$ cat src/rtl/m_dmem_arbiter.sv
// Data-memory arbiter between the CPU MEM stage and a debug/loader port.
// One access per cycle to a single-port synchronous memory. The CPU has
// priority. A starving debug port gets a forced grant. A locked debug burst
// may own the memory for up to STARVE_MAX accesses.
//
// state | meaning
// ------+---------------------------------------------------------------
// S_CPU | CPU priority; debug served when CPU idle or starve limit hit
// S_DBG | debug burst owns the memory; CPU stalled while requesting
module m_dmem_arbiter #(
    parameter int ADDR_W     = 12,
    parameter int DATA_W     = 32,
    parameter int STARVE_MAX = 8
) (
    input  logic              w_clk,
    input  logic              w_rst,
    input  logic              w_ce,
    input  logic              w_c_req,
    input  logic              w_c_we,
    input  logic [ADDR_W-1:0] w_c_addr,
    input  logic [DATA_W-1:0] w_c_wdata,
    output logic              w_c_stall,
    output logic              r_c_rvalid,
    output logic [DATA_W-1:0] w_c_rdata,
    input  logic              w_d_req,
    input  logic              w_d_we,
    input  logic              w_d_lock,
    input  logic [ADDR_W-1:0] w_d_addr,
    input  logic [DATA_W-1:0] w_d_wdata,
    output logic              w_d_gnt,
    output logic              r_d_rvalid,
    output logic [DATA_W-1:0] w_d_rdata,
    output logic [ADDR_W-1:0] w_m_addr,
    output logic              w_m_we,
    output logic [DATA_W-1:0] w_m_wdata,
    input  logic [DATA_W-1:0] w_m_rdata
);

    typedef enum logic {
        S_CPU = 1'b0,
        S_DBG = 1'b1
    } state_t;

    localparam logic [7:0] CNT_MAX = 8'(STARVE_MAX);

    state_t     state, state_nxt;
    logic [7:0] starve_cnt, starve_nxt;
    logic [7:0] burst_cnt, burst_nxt;
    logic       rd_vld, rd_vld_nxt;
    logic       owner, owner_nxt;     // 0 = CPU issued the pending read, 1 = debug
    logic       cpu_grant, dbg_grant;
    logic       active;

    // Reset blocks every access so no write can leak out while w_rst is high.
    assign active = w_ce & ~w_rst;

    // State, counters and read-return bookkeeping.
    always_ff @(posedge w_clk or posedge w_rst) begin
        if (w_rst) begin
            state      <= S_CPU;
            starve_cnt <= 8'd0;
            burst_cnt  <= 8'd0;
            rd_vld     <= 1'b0;
            owner      <= 1'b0;
        end else begin
            state      <= state_nxt;
            starve_cnt <= starve_nxt;
            burst_cnt  <= burst_nxt;
            rd_vld     <= rd_vld_nxt;
            owner      <= owner_nxt;
        end
    end

    // Arbitration, next-state and counter updates; everything holds when inactive.
    always_comb begin
        state_nxt  = state;
        starve_nxt = starve_cnt;
        burst_nxt  = burst_cnt;
        rd_vld_nxt = rd_vld;
        owner_nxt  = owner;
        cpu_grant  = 1'b0;
        dbg_grant  = 1'b0;
        if (active) begin
            case (state)
                S_CPU: begin
                    dbg_grant = w_d_req & (~w_c_req | (starve_cnt == CNT_MAX));
                    cpu_grant = w_c_req & ~dbg_grant;
                    if (dbg_grant) begin
                        starve_nxt = 8'd0;
                        if (w_d_lock) begin
                            state_nxt = S_DBG;
                            burst_nxt = 8'd1;
                        end
                    end else if (w_d_req) begin
                        if (starve_cnt != CNT_MAX) starve_nxt = starve_cnt + 8'd1;
                    end else begin
                        starve_nxt = 8'd0;
                    end
                end
                S_DBG: begin
                    dbg_grant  = w_d_req;
                    starve_nxt = 8'd0;
                    if (dbg_grant) burst_nxt = burst_cnt + 8'd1;
                    // Exit after the grant that completes the burst so the CPU
                    // gets the very next cycle.
                    if (~w_d_lock | ~w_d_req | (burst_nxt == CNT_MAX)) state_nxt = S_CPU;
                end
                default: state_nxt = S_CPU;
            endcase
            rd_vld_nxt = (cpu_grant & ~w_c_we) | (dbg_grant & ~w_d_we);
            if (rd_vld_nxt) owner_nxt = dbg_grant;
        end
    end

    assign w_d_gnt    = dbg_grant;
    assign w_c_stall  = w_c_req & ~cpu_grant;

    assign w_m_addr   = dbg_grant ? w_d_addr  : w_c_addr;
    assign w_m_wdata  = dbg_grant ? w_d_wdata : w_c_wdata;
    assign w_m_we     = w_ce & ((dbg_grant & w_d_we) | (cpu_grant & w_c_we));

    // Both ports see the memory data; only the valid strobe is steered.
    assign w_c_rdata  = w_m_rdata;
    assign w_d_rdata  = w_m_rdata;
    assign r_c_rvalid = rd_vld & ~owner;
    assign r_d_rvalid = rd_vld & owner;

endmodule

$ cat config.mk
export PLATFORM = sky130hd
export DESIGN_NAME = m_dmem_arbiter
export DESIGN_NICKNAME = d
export VERILOG_FILES = /design/src/rtl/m_dmem_arbiter.sv
export SDC_FILE = /design/constraint.sdc
export NUM_CORES = 1
export LEC_CHECK = 0
export BUFFER_PORTS_ARGS = -buffer_cell sky130_fd_sc_hd__buf_2
export CAP_MARGIN = 10
export CORE_AREA = 5 5 89 91
export CTS_BUF_LIST = sky130_fd_sc_hd__clkbuf_2
export DETAILED_ROUTE_END_ITERATION = 6
export DIE_AREA = 0 0 94 96
export GPL_ROUTABILITY_DRIVEN = 0
export GPL_TIMING_DRIVEN = 0
export HOLD_SLACK_MARGIN = 0.05
export PLACE_DENSITY_LB_ADDON = 0.05
export SLEW_MARGIN = 10
export SYNTH_ARGS = -nofsm -noshare
export SYNTH_HDL_FRONTEND = slang
export SYNTH_SLANG_ARGS = --single-unit
export TNS_END_PERCENT = 5
$ cat constraint.sdc
create_clock -name w_clk -period 2.2 [get_ports w_clk]
set_clock_uncertainty 0.1 [all_clocks]
set_input_delay 0 -clock w_clk [delete_from_list [all_inputs] [get_ports w_clk]]
set_output_delay 0 -clock w_clk [all_outputs]
set_load 0.05 [all_outputs]
=== After elaboration in Yosys (flattened, before gate mapping) ===
Index checks and enable logic that the tools add are counted.
Widths: inputs -> output; s select.

* Register bits after elaboration: 19
* Latch bits: 0
* RAM bits: 0
* Bits in read-only memories: 0
* Output and inout bits: 113
* Logic and storage cells: 64
* Memories: 0

* $add $sub $neg: 2
* $mul: 0
* Div/mod/pow operators: 0
* Order comparisons: 0
* Equal/unequal tests: 6
* Shift operators: 0
* Multiplexer cells: 22
* Bitwise logic cells: 26
* Reductions and logical operators: 3

{| class="wikitable"
|+ Operators by type and width
! operator !! number
|-
| $mux 8 || 8
|-
| $mux 32 || 1
|-
| $pmux 8 s2 || 2
|-
| $add 8x1->8 const B || 2
|-
| $eq 8x4->1 const B || 2
|-
| $mux 12 || 1
|-
| $and 1x1->1 || 11
|-
| $not 1->1 || 10
|-
| $mux 1 || 8
|-
| $ne 8x4->1 const B || 1
|-
| $or 1x1->1 || 5
|-
| $ne 2x2->1 const B || 2
|-
| $ne 4x4->1 const B || 1
|-
| $pmux 1 s2 || 2
|-
| $reduce_and 2->1 || 2
|-
| $reduce_and 3->1 || 1
|}

=== Logic depth before layout (Yosys ltp) ===
Gate-level depths: netlist of the first run.

* Depth after elaboration: 11
* Mapped depth: 7

=== Worst setup path after synthesis of the first run ===
Ideal clock, no wire load.

* Kind: register to output
* Start: reg starve_cnt[0]
* End: out w_m_we
* Data arrival time: 1.978 ns
* Data required time: 2.100 ns
* Path slack: 0.122 ns
* Cell stages (with the launch flop): 8
* Cell sequence: dfrtp_1 inv_1 ha_1 nor4b_4 a31oi_4 nor2_8 buf_12 a22o_1

* Elaborated cells on any way between the ends: 15
* Classes of those cells: 1 x eq/ne; 6 x mux; 8 x bitwise

{| class="wikitable"
|+ RTL lines
! element !! line !! text
|-
| start: declaration || 47 || <nowiki>logic [7:0] starve_cnt, starve_nxt;</nowiki>
|-
| start signal: assignment || 67 || <nowiki>starve_cnt <= starve_nxt;</nowiki>
|-
| $eq 8x4->1 || 86 || <nowiki>dbg_grant = w_d_req & (~w_c_req | (starve_cnt == CNT_MAX));</nowiki>
|-
| $or 1x1->1 || 86 ||
|-
| $and 1x1->1 || 86 ||
|-
| $pmux 1 s2 || 84 || <nowiki>case (state)</nowiki>
|-
| $mux 1 (2 in a row) || 83 || <nowiki>if (active) begin</nowiki>
|-
| named net w_d_gnt || 30 || <nowiki>output logic w_d_gnt,</nowiki>
|-
| $and 1x1->1 || 120 || <nowiki>assign w_m_we = w_ce & ((dbg_grant & w_d_we) | (cpu_grant & w_c_we));</nowiki>
|-
| $or 1x1->1 || 120 ||
|-
| $and 1x1->1 || 120 ||
|-
| end: declaration || 34 || <nowiki>output logic w_m_we,</nowiki>
|}

The timed path passes the listed nets, and every way through them passes these cells. The select of a mux whose other input is x is not followed.

=== Worst setup path after layout of the first run ===
* Start: reg starve_cnt[1]
* End: out w_m_wdata[29]

* Longest elaborated chain between the ends: 7

{| class="wikitable"
|+ RTL lines
! element !! line !! text
|-
| $eq 8x4->1 || 86 ||
|-
| $or 1x1->1 || 86 ||
|-
| $and 1x1->1 || 86 ||
|-
| $pmux 1 s2 || 84 ||
|-
| $mux 1 (2 in a row) || 83 ||
|-
| $mux 32 || 119 || <nowiki>assign w_m_wdata = dbg_grant ? w_d_wdata : w_c_wdata;</nowiki>
|-
| end: declaration || 35 || <nowiki>output logic [DATA_W-1:0] w_m_wdata,</nowiki>
|}

No other way between the ends. The select of a mux whose other input is x is not followed.

==> flow_summary.json, run 1 <==
{
  "synth-seq-cells": 19,
  "yosysSeqAreaShare_pct": 19.8,
  "post-dp-hpwl_mm": 7.97,
  "pin_count": 241,
  "synth_cells": 246,
  "syn-cell-area_um2": 2400,
  "fin_crit_sh_pct": 112,
  "crit_fanout": 10,
  "htreeDepth": 1,
  "reg2reg_to": "starve_cnt[4]",
  "end_kind": "output port",
  "r2r_cells": 8,
  "violations": "setup timing",
  "cp-endpoint": "w_m_wdata[29]",
  "critPathKind": "reg2out",
  "worstSetupStartpointType": "flop",
  "rows": 31,
  "clock.fmax_mhz": 405,
  "grt_pass1_wl_mm": 13.5,
  "io_buffer_count": 208,
  "vias": 2560,
  "die_h_um": 96,
  "insertion_delay_ps": 320,
  "grt_pass1_vias": 2461,
  "synthArstFlopShare_pct": 100,
  "synth_top_flop_cell": "dfrtp_1",
  "cts.sink_count": 19,
  "ant_nets": 0,
  "start_util_pct": 33.9,
  "synth_nets": 377,
  "worstPathRequired_ps": 2100,
  "crit_arrival_ps": 2370,
  "synth_cell_types": 45,
  "cts_made_buffers": 3,
  "startpoint": "starve_cnt[1]",
  "powerDensity_nw_per_um2": 424,
  "layout-area-overhead-vs-synth_pct": 71.3,
  "hold_viol_final": 0,
  "leakagePower_nw": 2.21,
  "fin_crit_ps": 2470,
  "clockBufferDepth": 2,
  "track_usage_pct": 19.5,
  "hold_path_class": "in2reg",
  "r2r_start": "starve_cnt[1]",
  "slew_viol_final": 0,
  "die_x_um": 94,
  "drtIter0Drc": 77,
  "synth_edf_count": 0,
  "cts_tree": "yes",
  "final_nets": 611,
  "tightest_slew_ps": 934,
  "ys_warn_count": 0,
  "routedWlPerCell_um": 16.7,
  "layout-drive-gt1-share_pct": 73.9,
  "p_total_w": 0.00174,
  "finish.utilization_pct": 58.2,
  "antenna_found_initial": 1,
  "rsz0062_at_grt": "yes",
  "grt_overflow_total": 0,
  "ir_drop_mv": 0.253,
  "die-area_um2": 9020,
  "holdWs_ps": 86.6,
  "syn_avg_cell_area_um2": 9.74,
  "status": "finished, violations left",
  "viasPerCell": 4.42,
  "clk_pin_slew_ps": 210,
  "cts_root_buf": "clkbuf_2",
  "grt_max_degree": 20,
  "wirelength_mm": 9.64,
  "firstDrtPassIters": 4,
  "setup_viol": 46,
  "r2r_slack_ps": 140,
  "drv_cap": 0,
  "drc": 0,
  "core_um2": 7060,
  "layout_setup_ws_ps": -268,
  "slew_headroom_pct": 37.5
}
logic make-up after synthesis:
logic type / synth area share (%)
adders and majority gates: 1.57
DFF: 19.8
buffers and inverters: 25.5
and+or+nand+nor: 14.8
AOI/OAI and AO/OA: 8.72
xor gates and xnor gates: 2.92
muxes: 26.6
report_power, final:
part           internal, W  leakage [nW]  total (W)  switching (W)
Combinational     0.000468          1.94    0.00116       0.000689
Clock            0.0000412        0.0164   0.000156       0.000115
Sequential        0.000385         0.257   0.000429      0.0000442
Total             0.000894          2.21    0.00174       0.000848
repair_timing:
item,in CTS,in global routing
resized for setup,96,5
setup endpoints to repair,47,54
pin swaps,3,1
hold buffers,7,0
gates cloned,2,0
setup buffers,10,2
hold endpoints to repair,26,0
synth_stat cells, types with 2 or more instances:
library cell	count	area share, %
ha_1	3	1.6
clkbuf_1	2	0.31
a31oi_1	6	1.6
o21ai_0	3	0.63
clkbuf_2	2	0.42
buf_12	4	3.3
nor2_1	16	2.5
inv_1	4	0.63
nor3_1	2	0.42
nand2_1	19	3.0
nand3_1	7	1.5
buf_4	64	20
and2_1	2	0.52
o22ai_1	3	0.78
a21oi_1	5	1.0
xor2_1	8	2.9
mux2_4	38	24
dfrtp_1	19	20
nor2b_1	3	0.78
mux2_2	6	2.8
nand4_1	5	1.3
o21a_1	2	0.63
cell usage in the layout (no fill, tap or decap), types with 2 or more instances in the layout:
cell type	Yosys	layout
a21oi_1	5	4
a31oi_1	6	6
and2_1	2	2
buf_12	4	5
buf_2	1	164
buf_4	64	75
buf_6	0	44
clkbuf_1	2	2
clkbuf_2	2	5
dfrtp_1	19	19
dlygate4sd3_1	0	7
ha_1	3	2
inv_1	4	2
inv_2	0	2
mux2_2	6	4
mux2_4	38	40
nand2_1	19	19
nand3_1	7	7
nand4_1	5	5
nor2_1	16	16
nor2b_1	3	3
nor3_1	2	2
o21a_1	2	2
o21ai_0	3	3
o22ai_1	3	3
xor2_1	8	8
worst max-delay path, stage by stage (launching register included):
cell	delay [ps]
dfrtp_1	440
inv_2	80
ha_4	120
nor4b_4	300
a31oi_4	200
nor2_8	160
buf_12	140
buf_12	130
mux2_4	310
buf_6	160
final cells by class:
class                      instances  area [um^2]
antenna                            1         2.50
clock buffer                       3         15.0
timing repair buffer             228         1530
clock inverter                     1         5.00
tap                               99          124
inverter                           4         15.0
buffer                            74          597
fill                             672         2950
sequential                        19          475
multi-input combinational        150         1350
state kept, by name, summed over array words and instances, names as in the netlist:
signal and cells:
state 1, rd_vld 1, burst_cnt 8, owner 1, starve_cnt 8
worst min-delay path by stage:
stage	from	end	slack (ps)	depth (start not counted)
finish	w_rst	state	90	4
detailed placement	w_rst	burst_cnt[1]	100	2
floorplan	w_rst	burst_cnt[0]	-140	1
global route	w_rst	state	110	4
CTS	w_rst	state	90	4
global placement	w_rst	burst_cnt[2]	100	2
metrics by stage:
step	setup slack (ps)	TNS [ps]	cells	area, um^2
after floorplan	122	0	246	2400
after global routing	-412	-17240	579	4110
after detailed placement	-101	-3190	553	3560
final	-268	-10870	579	4110
after CTS	-299	-11750	576	4080
after global placement	-120	-3780	553	3560
per-layer routing:
layer,GRT usage (%),part of all wire [%],vias to the layer above
li1,-,-,1266
met1,23.6,38,1200
met2,36.0,54,90
met3,3.75,6.9,4
met4,3.73,0.81,0
met5,0,0,-
Power figures use the tool's default switching activity.
==> run 2: changes to the inputs <==
--- a/config.mk
+++ b/config.mk
@@ -15,6 +15,7 @@
 export GPL_TIMING_DRIVEN = 0
 export HOLD_SLACK_MARGIN = 0.05
 export PLACE_DENSITY_LB_ADDON = 0.05
+export SETUP_SLACK_MARGIN = 0.3
 export SLEW_MARGIN = 10
 export SYNTH_ARGS = -nofsm -noshare
 export SYNTH_HDL_FRONTEND = slang
==> run 2 against run 1 <==
Flip-flop and latch count unchanged. Sequential share of layout area up 0.059 points. First-iteration DRC count down 58%. Fmax up 2.3%. Hold slack better by 15 ps. Die area unchanged. Largest cell class unchanged. Core utilization down 0.14 points. Global-route usage down 0.76 points. Power up 0.85%. Design area down 0.24%. Highest routed layer unchanged. The run still ends with setup timing left.
==> flow_summary.json, run 2 (synthesis gave the netlist of run 1 again) <==
{
  "crit_arrival_ps": 2310,
  "rows": 31,
  "pin_count": 241,
  "use_met3_pct": 3.21,
  "clk_pin_slew_ps": 190,
  "worstSetupStartpointType": "flop",
  "layout-area-overhead-vs-synth_pct": 70.9,
  "start_util_pct": 33.9,
  "clock.fmax_mhz": 415,
  "final_cells": 571,
  "power.share.clock_pct": 9.1,
  "internal_power_w": 0.000904,
  "firstDrtPassIters": 4,
  "core_um2": 7060,
  "hold_depth": 4,
  "insertion_delay_ps": 310,
  "power_frac_seq_pct": 24.6,
  "met2_usage_pct": 33.6,
  "p_comb_share_pct": 66.3,
  "reg_top3": "burst_cnt (8), starve_cnt (8)",
  "antenna_found_initial": 0,
  "final_common_cell": "buf_2",
  "r2r_cells": 9,
  "layout-drive-gt1-share_pct": 76.7,
  "post-dp-hpwl_mm": 8.06,
  "status": "finished, violations left",
  "rsz0062_at_grt": "yes",
  "met1_usage_pct": 24.0,
  "vias": 2519,
  "r2r_slack_ps": 250,
  "routedWlPerCell_um": 16.6,
  "grt_pass1_vias": 2374,
  "track_usage_pct": 18.7,
  "wirelength_mm": 9.47,
  "hold_viol_final": 0,
  "place_inst": 553,
  "leakagePower_nw": 2.18,
  "netSwitchingFraction_pct": 48.5,
  "fin_crit_sh_pct": 110,
  "viasPerCell": 4.41,
  "cts_tree": "yes",
  "die_h_um": 96,
  "tightest_slew_ps": 901,
  "fin_crit_ps": 2410,
  "finish.utilization_pct": 58.0,
  "drc": 0,
  "cts_root_buf": "clkbuf_2",
  "final_nets": 604,
  "antennaDiodeCount": 0,
  "grt_pass1_wl_mm": 13.1,
  "powerDensity_nw_per_um2": 429,
  "reg2reg_to": "owner",
  "startpoint": "starve_cnt[0]",
  "critPathKind": "reg2out",
  "die-area_um2": 9020,
  "violations": "setup timing",
  "worstPathRequired_ps": 2100,
  "cts_made_buffers": 3,
  "io_buffer_count": 208,
  "setup_viol": 45,
  "drtIter0Drc": 32,
  "htreeDepth": 1,
  "end_kind": "output port",
  "p_switching_w": 0.000853,
  "clockBufferDepth": 2,
  "grt_overflow_total": 0,
  "ant_nets": 0,
  "cp-endpoint": "w_m_wdata[9]",
  "r2r_start": "starve_cnt[0]",
  "final_cell_mix": "buf_2 (162), buf_4 (71), buf_6 (46)",
  "layout_setup_ws_ps": -212,
  "hold_path_class": "in2reg",
  "ir_drop_mv": 0.250,
  "die_x_um": 94,
  "crit_fanout": 10,
  "cts.sink_count": 19,
  "drv_cap": 0,
  "grt_most_used_layer": "met2",
  "slew_headroom_pct": 39.8,
  "grt_max_degree": 20,
  "slew_viol_final": 0
}
## run 2: cell count changes in the layout (fill, tap and decap cells not counted), sizes merged
cell         delta
buf             -5
nor2            -1
clkbuf          +1
dlygate4sd3     -1
diode           -1
clkinv          -1
## run 2: per-stage QoR
step / hold slack (ps) / TNS [ps] / instance area, um^2 / power, W / setup slack (ps)
2_1_floorplan: -140 / 0 / 2400 / 0.00123 / 211
3_3_place_gp: 97.4 / -1560 / 3560 / 0.00147 / -68.9
3_5_place_dp: 94.7 / -2100 / 3560 / 0.00148 / -83.5
4_1_cts: 55.9 / -10960 / 4030 / 0.00176 / -277
5_1_grt: 114 / -13830 / 4100 / 0.00185 / -340
6_report: 101 / -8190 / 4100 / 0.00176 / -212
## run 2: area by class of cell
type	instances	area [um^2]
Buffer	74	597
Clock buffer	4	20.0
Fill cell	657	2960
Inverter	4	15.0
Multi-Input combinational cell	149	1390
Sequential cell	19	477
Tap cell	99	124
Timing Repair Buffer	222	1470
## run 2: what timing repair did
action | 4_1_cts | 5_1_grt
hold buffers | 6 | 0
endpoints found under the setup margin | 64 | 64
setup buffers | 6 | 2
pin swaps | 5 | 15
resized for setup | 106 | 12
endpoints found under the hold margin | 27 | 0
## run 2: worst min path at each step
stage / from / end / slack, ps
2_1_floorplan: w_rst / burst_cnt[0] / -140
3_3_place_gp: w_rst / burst_cnt[2] / 100
3_5_place_dp: w_rst / burst_cnt[2] / 90
4_1_cts: w_ce / state / 60
5_1_grt: w_ce / starve_cnt[0] / 110
6_report: w_ce / starve_cnt[0] / 100
## run 2: routing by layer
layer  vias to the layer above  share of wire, %
met5                         -                 0
met4                         0              0.61
met3                         4               7.3
met2                        93                52
met1                      1175                40
li1                       1247                 -
## run 2: power by group through the flow
stage / sequential, W / clock (W) / combinational [W]
3_5_place_dp: 0.000438 / 0 / 0.00104
2_1_floorplan: 0.000425 / 0 / 0.000803
5_1_grt: 0.000439 / 0.000183 / 0.00123
6_report: 0.000432 / 0.000160 / 0.00116
3_3_place_gp: 0.000438 / 0 / 0.00103
4_1_cts: 0.000430 / 0.000172 / 0.00116
## run 2: worst max-delay path, cell delays in order, from the launching register on
cell and delay (ps):
dfrtp_2 450, inv_2 60, ha_1 140, nor4b_4 270, a31oi_4 170, nor2_8 230
buf_12 180, mux2_4 330, buf_6 160
